$ cat src/rtl/keypad_scanner.sv
// Matrix keypad scanner: walks one active-low row at a time, samples the
// active-low columns into a full-matrix frame, debounces whole frames and
// emits press/release events plus held/multi-key levels.
module keypad_scanner #(
  parameter  int ROWS     = 4,
  parameter  int COLS     = 4,
  parameter  int SCAN_DIV = 1000,
  parameter  int DEBOUNCE = 4,
  localparam int CODE_W   = $clog2(ROWS*COLS)
) (
  input  logic              clk,
  input  logic              rst_n,
  input  logic [COLS-1:0]   cols,
  output logic [ROWS-1:0]   rows,
  output logic [CODE_W-1:0] keycode,
  output logic              keypressed,
  output logic              keyreleased,
  output logic              keyheld,
  output logic              multikey
);

  localparam int N  = ROWS*COLS;
  localparam int RW = $clog2(ROWS);
  localparam int CW = $clog2(SCAN_DIV);
  localparam int SW = $clog2(DEBOUNCE+1);

  logic [RW-1:0]     r_row;
  logic [CW-1:0]     r_dwell;
  logic [N-1:0]      r_frame;
  logic [N-1:0]      r_prev;
  logic [N-1:0]      r_deb;
  logic [N-1:0]      r_deb_d;
  logic [SW-1:0]     r_stable;
  logic [CODE_W-1:0] r_keycode;
  logic              r_pressed;
  logic              r_released;
  logic              r_held;
  logic              r_multi;

  logic              w_sample;
  logic              w_last_row;
  logic              w_frame_end;
  logic [N-1:0]      w_frame_nxt;
  logic [SW-1:0]     w_stable_nxt;
  logic              w_accept;
  logic              w_multi;
  logic              w_one;
  logic [CODE_W-1:0] w_idx;

  assign w_sample    = (r_dwell == CW'(SCAN_DIV-1));
  assign w_last_row  = (r_row == RW'(ROWS-1));
  assign w_frame_end = w_sample && w_last_row;

  // Row drive is decoded straight from the row index so it changes on the sampling edge.
  assign rows = ~(ROWS'(1) << r_row);

  // Frame with the currently driven row's closed columns merged in.
  always_comb begin
    w_frame_nxt = r_frame;
    for (int r = 0; r < ROWS; r++)
      if (r_row == RW'(r)) w_frame_nxt[r*COLS +: COLS] = ~cols;
  end

  // Debounce count for the frame completing now; accept only on reaching DEBOUNCE.
  always_comb begin
    w_stable_nxt = '0;
    if (w_frame_nxt == r_prev)
      w_stable_nxt = (r_stable == SW'(DEBOUNCE)) ? r_stable : r_stable + SW'(1);
    w_accept = w_frame_end && (r_stable != SW'(DEBOUNCE)) &&
               (w_stable_nxt == SW'(DEBOUNCE));
  end

  // Key index of the debounced matrix; only meaningful when exactly one bit is set.
  always_comb begin
    w_idx = '0;
    for (int i = 0; i < N; i++)
      if (r_deb[i]) w_idx = CODE_W'(i);
  end

  // Clearing the lowest set bit leaves something only when two or more keys are closed.
  assign w_multi = |(r_deb & (r_deb - N'(1)));
  assign w_one   = (r_deb != '0) && !w_multi;

  // Dwell counter and row walker.
  always_ff @(posedge clk or negedge rst_n) begin
    if (!rst_n) begin
      r_dwell <= '0;
      r_row   <= '0;
    end else if (w_sample) begin
      r_dwell <= '0;
      r_row   <= w_last_row ? '0 : r_row + RW'(1);
    end else begin
      r_dwell <= r_dwell + CW'(1);
    end
  end

  // Frame capture, frame-to-frame comparison and debounced matrix update.
  always_ff @(posedge clk or negedge rst_n) begin
    if (!rst_n) begin
      r_frame  <= '0;
      r_prev   <= '0;
      r_stable <= '0;
      r_deb    <= '0;
    end else begin
      if (w_sample) r_frame <= w_frame_nxt;
      if (w_frame_end) begin
        r_prev   <= w_frame_nxt;
        r_stable <= w_stable_nxt;
      end
      if (w_accept) r_deb <= w_frame_nxt;
    end
  end

  // Events from the change of the debounced matrix; a press needs empty -> single key.
  always_ff @(posedge clk or negedge rst_n) begin
    if (!rst_n) begin
      r_deb_d    <= '0;
      r_keycode  <= '0;
      r_pressed  <= 1'b0;
      r_released <= 1'b0;
      r_held     <= 1'b0;
      r_multi    <= 1'b0;
    end else begin
      r_deb_d    <= r_deb;
      r_pressed  <= (r_deb_d == '0) && w_one;
      r_released <= (r_deb_d != '0) && (r_deb == '0);
      r_held     <= |r_deb;
      r_multi    <= w_multi;
      if ((r_deb_d == '0) && w_one) r_keycode <= w_idx;
    end
  end

  assign keycode     = r_keycode;
  assign keypressed  = r_pressed;
  assign keyreleased = r_released;
  assign keyheld     = r_held;
  assign multikey    = r_multi;

endmodule

$ cat config.mk
export PLATFORM = sky130hd
export DESIGN_NAME = keypad_scanner
export DESIGN_NICKNAME = d
export VERILOG_FILES = /design/src/rtl/keypad_scanner.sv
export SDC_FILE = /design/constraint.sdc
export NUM_CORES = 1
export LEC_CHECK = 0
export ABC_CLOCK_PERIOD_IN_PS = 7200
export BUFFER_PORTS_ARGS = -buffer_cell sky130_fd_sc_hd__buf_2
export CORE_AREA = 8 8 174 94
export DETAILED_ROUTE_END_ITERATION = 10
export DIE_AREA = 0 0 182 102
export GPL_TIMING_DRIVEN = 0
export MAX_ROUTING_LAYER = met4
export SLEW_MARGIN = 20
export SYNTH_ARGS = -nofsm -noshare
export SYNTH_HDL_FRONTEND = slang
export SYNTH_SLANG_ARGS = --single-unit
export TNS_END_PERCENT = 5
$ cat constraint.sdc
create_clock -name clk -period 7.2 [get_ports clk]
set_clock_uncertainty 0.2 [all_clocks]
set_input_delay 1.08 -clock clk [delete_from_list [all_inputs] [get_ports clk]]
set_output_delay 1.08 -clock clk [all_outputs]
set_load 0.05 [all_outputs]
==> results of run 1 <==
==> sequential cells by signal (all words and copies together) (netlist names) <==
signal	cells
keyheld	1
r_prev	16
keypressed	1
keycode	4
r_dwell	10
r_deb	16
r_row	2
r_frame	16
r_deb_d	16
multikey	1
r_stable	3
keyreleased	1
==> critical path, cell delays in order <==
cell      delay (ns)
buf_2           0.14
nand2b_1        0.18
and3_1          0.19
or4_4           0.52
nor4_4          0.40
and4_1          0.24
buf_4           0.20
buf_12          0.17
mux2_4          0.30
==> placed cells by master (no fill, tap or decap), drive strengths merged, types with 8 or more instances in the layout <==
master	instances
nor4	14
buf	23
a21oi	19
nor2	32
mux2	22
nand2b	16
inv	20
xor2	8
and2	8
nand2	30
nand3	12
dfrtp	87
o21ai	31
clkbuf	17
==> worst max path at each step <==
stage                     startpoint   endpoint  slack [ns]
final                        cols[1]  r_deb[10]        3.80
after global routing        r_row[0]  r_deb[10]        3.69
after CTS                    cols[1]  r_deb[10]        3.81
after detailed placement     cols[1]  r_deb[14]        3.45
after global placement       cols[1]  r_deb[15]        3.47
after floorplan              cols[1]  r_deb[10]        3.92
==> through the flow <==
stage,hold slack (ns),instance area [um2],worst slack [ns]
4_1_cts,0.212,4690,3.81
2_1_floorplan,0.152,4050,3.92
3_5_place_dp,0.200,4400,3.45
6_report,0.218,4690,3.80
5_1_grt,0.238,4690,3.69
3_3_place_gp,0.204,4360,3.47
==> where the power goes <==
group	switching, W	total (W)	internal, W
clock network	0.000212	0.000453	0.000241
logic	0.0000159	0.0000208	0.00000489
registers	0	0.000488	0.000488
==> kinds of logic after synthesis <==
logic type | share of synthesized area
AND/OR/NAND/NOR | 0.192
flip-flops | 0.538
AO/OA/AOI/OAI | 0.0976
buffers and inverters | 0.0334
multiplexers | 0.0831
XOR/XNOR | 0.0303
adder cells (fa/ha/maj) | 0.0266
==> per-layer routing <==
metal / part of all wire / GRT usage / vias up / wire length, um
met3: 0.047 / 0.0256 / 11 / 461
met4: 0.011 / 0.0382 / 0 / 113
met5: 0 / - / - / 0
li1: - / - / 1422 / -
met1: 0.55 / 0.173 / 1477 / 5400
met2: 0.39 / 0.150 / 74 / 3870
==> cell type report <==
type	instances	share of cell area
inverters	17	0.0136
repair buffers	18	0.0246
clock inverters	7	0.0136
flip-flops and latches	87	0.464
clock buffers	9	0.0481
plain buffers	13	0.0152
well taps	181	0.0483
multi-input cells	268	0.372
==> impl_metrics.tcl, run 1 <==
set metrics [dict create \
    firstDrtPassIters 4 \
    rsz0062_at_grt "no" \
    cts_max_level 3 \
    start_util 0.290 \
    drc 0 \
    slew_violations 0 \
    synth_most_common_cell "dfrtp_1" \
    cts_root_buf "clkbuf_16" \
    hold_class "reg -> reg" \
    critPathKind "in -> reg" \
    numCtsBuffers 9 \
    crit_required_ns 7.22 \
    gr-total-overflow 0 \
    nNetsFinal 427 \
    arrival_ns 3.42 \
    rows 31 \
    finalSetupTns_ns 0 \
    slew_headroom 0.433 \
    cts-resized-gates 0 \
    final-hold-violation-count 0 \
    clock_sinks 87 \
    synth_top_area_frac 0.538 \
    routed_wirelength_mm 9.84 \
    synthTopCellsByArea "dfrtp_1 (54%), o21ai_0 (3.5%), nor2_1 (3.0%)" \
    synth.avg_cell_area_um2 10.5 \
    fmax_mhz 294 \
    reg2regPathDepth 10 \
    synth-seq-cells 87 \
    min_to "r_deb_d[4]" \
    r2r_end "r_deb[10]" \
    regArea_mm2 0.00218 \
    grtUsageTotal 0.116 \
    period_share 0.472 \
    gp_congestion 0.830 \
    grt_pass1_wl_mm 16.1 \
    postCtsSetupRepairBufs 0 \
    core_mm2 0.0140 \
    dpl.cell_count 584 \
    synthDistinctLibCells 49 \
    fp.dieH_um 102 \
    utilization 0.336 \
    die_area_mm2 0.0186 \
    cts-hold-fix-buffers 0 \
    place_hpwl_mm 7.39 \
    worstReg2RegStart "r_row[0]" \
    grt_pass1_vias 2902 \
    io-pin-count 18 \
    synthArstFlopShare 1.00 \
    synth_top_cell_by_area "dfrtp_1" \
    fp.dieW_um 182 \
    setup_viol 0 \
    wl_per_cell_um 16.4 \
    leakagePower_nw 2.03 \
    vias 2984 \
    fin_cells 600 \
    areaGrowthSynthToFinish_pct 15.7 \
    yosysSeqAreaShare 0.538 \
    synth_commonest_cells "dfrtp_1 (87), nor2_1 (32), nand2_1 (30), o21ai_0 (28), a21oi_1 (19)" \
    via_per_inst 4.97 \
    worstSkewPairLatency_ns 0.34 \
    synth-edff-count 0 \
    drive_gt1_frac 0.134 \
    syn_area_mm2 0.00405 \
    drt_iter0_markers 250 \
    diodes 0 \
    start_kind "input port" \
    grt_max_degree 51 \
    finalPower_w 0.000963 \
    crit_fanout 10 \
    cellPowerDensity_mw_per_mm2 205 \
    tightest_slew_ns 0.843 \
    syn_inst 385 \
    fin_crit_ns 3.40 \
    min_from "r_deb[4]" \
    status "finished clean" \
    antenna_found_initial 0 \
    rrSetupSlack_ns 3.86 \
    cts_tree "yes" \
    numPortBuffers 17 \
    end_kind "flop" \
    path_clk_slew_ns 0.07 \
    synth_flop_cell "dfrtp_1" \
    hold_path_depth 0 \
    final_antenna_net_count 0 \
    yosysWarnings 0 \
    irDropWorstVdd_uv 120 \
    syn-num-nets 398 \
    multi_input_area_mm2 0.00174 \
    drv_cap 0 \
    clockBufferDepth 2 \
    nFillCells 1412 \
]
(Power assumes the default switching activity.)
==> run 2: changes to the inputs <==
--- a/config.mk
+++ b/config.mk
@@ -5,7 +5,7 @@
 export SDC_FILE = /design/constraint.sdc
 export NUM_CORES = 1
 export LEC_CHECK = 0
-export ABC_CLOCK_PERIOD_IN_PS = 7200
+export ABC_CLOCK_PERIOD_IN_PS = 3450
 export BUFFER_PORTS_ARGS = -buffer_cell sky130_fd_sc_hd__buf_2
 export CORE_AREA = 8 8 174 94
 export DETAILED_ROUTE_END_ITERATION = 10
==> constraint.sdc (replaced) <==
create_clock -name clk -period 3.45 [get_ports clk]
set_clock_uncertainty 0.2 [all_clocks]
set_input_delay 0.5175 -clock clk [delete_from_list [all_inputs] [get_ports clk]]
set_output_delay 0.5175 -clock clk [all_outputs]
set_load 0.05 [all_outputs]
==> impl_metrics.tcl, run 2 (synthesis gave the netlist of run 1 again) <==
set metrics [dict create \
    crit_required_ns 3.47 \
    tightest_slew_ns 0.755 \
    arrival_ns 3.30 \
    seq_power_share 0.506 \
    vias 2989 \
    via_per_inst 4.97 \
    rows 31 \
    routed_wirelength_mm 9.87 \
    finalSetupTns_ns 0 \
    die_area_mm2 0.0186 \
    clock_sinks 87 \
    drv_cap 0 \
    wl_per_cell_um 16.4 \
    clock_power_share 0.472 \
    antenna_found_initial 0 \
    path_clk_slew_ns 0.07 \
    numPortBuffers 17 \
    share_comb_of_total_power 0.022 \
    place_hpwl_mm 7.39 \
    firstDrtPassIters 4 \
    hold_class "reg -> reg" \
    end_kind "flop" \
    setup_viol 0 \
    status "finished clean" \
    regArea_mm2 0.00218 \
    grt_pass1_wl_mm 16.1 \
    multi_input_area_mm2 0.00175 \
    grt_max_degree 51 \
    rrSetupSlack_ns 0.18 \
    final_antenna_net_count 0 \
    drt_iter0_markers 226 \
    dpl.cell_count 584 \
    worstSkewPairLatency_ns 0.35 \
    gp_congestion 0.830 \
    clockBufferDepth 2 \
    drive_gt1_frac 0.138 \
    cellPowerDensity_mw_per_mm2 428 \
    switching_share 0.239 \
    fp.dieH_um 102 \
    p_int_w 0.00153 \
    leakagePower_nw 2.04 \
    numCtsBuffers 9 \
    areaGrowthSynthToFinish_pct 16.2 \
    mostFrequentLayoutCell "dfrtp_1" \
    mostFrequentLayoutCells "dfrtp_1 (87), nor2_1 (32), nand2_1 (30), o21ai_0 (28), a21oi_1 (19)" \
    rsz0062_at_grt "no" \
    cts_tree "yes" \
    final-hold-violation-count 0 \
    nNetsFinal 428 \
    drc 0 \
    diodes 0 \
    fin_cells 601 \
    utilization 0.337 \
    crit_fanout 10 \
    critPathKind "reg -> reg" \
    irDropWorstVdd_uv 251 \
    fin_crit_ns 3.27 \
    grt_pass1_vias 2909 \
    nFillCells 1412 \
    fp.dieW_um 182 \
    cts_max_level 3 \
    switching_power_w 0.000481 \
    slew_headroom 0.493 \
    period_share 0.948 \
    core_mm2 0.0140 \
    start_kind "flop" \
    fmax_mhz 306 \
    io-pin-count 18 \
    cts_root_buf "clkbuf_16" \
    gr-total-overflow 0 \
    slew_violations 0 \
    grtUsageTotal 0.116 \
    start_util 0.290 \
]
run 2: cell type report:
class	instances	area share
plain buffers	13	0.0152
clock inverters	7	0.0136
inverters	17	0.0136
clock buffers	9	0.0478
flip-flops and latches	87	0.463
repair buffers	19	0.0266
well taps	181	0.0481
multi-input cells	268	0.373
run 2: worst paths after layout:
path	endpoint	start	cells past startpoint
max	r_deb[10]	r_row[0]	10
min	r_deb_d[4]	r_deb[4]	0
max reg2reg	r_deb[10]	r_row[0]	10
min reg2reg	r_deb_d[4]	r_deb[4]	0
max in group asynchronous	r_prev[14]	rst_n	3
min in group asynchronous	r_frame[9]	rst_n	2
run 2: what timing repair did:
| action | 4_1_cts | 5_1_grt |
|---|---|---|
| hold buffers | 1 | 0 |
| setup endpoints to repair | 0 | 5 |
| setup buffers | 0 | 0 |
| resized for setup | 0 | 2 |
| endpoints found under the hold margin | 37 | 0 |
run 2: per-stage QoR:
| stage | total power, W | cell area (um2) | hold WS, ns | worst slack, ns |
|---|---|---|---|---|
| CTS | 0.00204 | 4700 | 0.212 | 0.106 |
| detailed placement | 0.00108 | 4400 | 0.200 | 0.130 |
| global placement | 0.00108 | 4360 | 0.204 | 0.148 |
| global route | 0.00209 | 4710 | 0.238 | 0.0657 |
| floorplan | 0.00105 | 4050 | 0.0219 | 0.515 |
| finish | 0.00201 | 4710 | 0.221 | 0.179 |
run 2: worst max-delay path, stage by stage (launching register included):
cell	delay, ns
dfrtp_1	0.40
inv_1	0.12
ha_1	0.35
nand2b_1	0.14
and3_1	0.19
or4_4	0.52
nor4_4	0.31
and4_1	0.25
buf_4	0.20
buf_12	0.17
mux2_4	0.30
run 2: layer usage:
| metal | vias to the layer above | global-route usage | routed length (um) |
|---|---|---|---|
| li1 | 1418 | - | - |
| met1 | 1472 | 0.173 | 5240 |
| met2 | 84 | 0.150 | 3820 |
| met3 | 15 | 0.0256 | 674 |
| met4 | 0 | 0.0382 | 130 |
| met5 | - | - | 0 |
run 2: power groups by stage:
stage | logic, W | clock network (W) | registers (W)
2_1_floorplan | 0.00000834 | 0 | 0.00104
3_3_place_gp | 0.0000388 | 0 | 0.00104
3_5_place_dp | 0.0000451 | 0 | 0.00104
4_1_cts | 0.0000461 | 0.000970 | 0.00102
5_1_grt | 0.0000511 | 0.00102 | 0.00102
6_report | 0.0000445 | 0.000951 | 0.00102
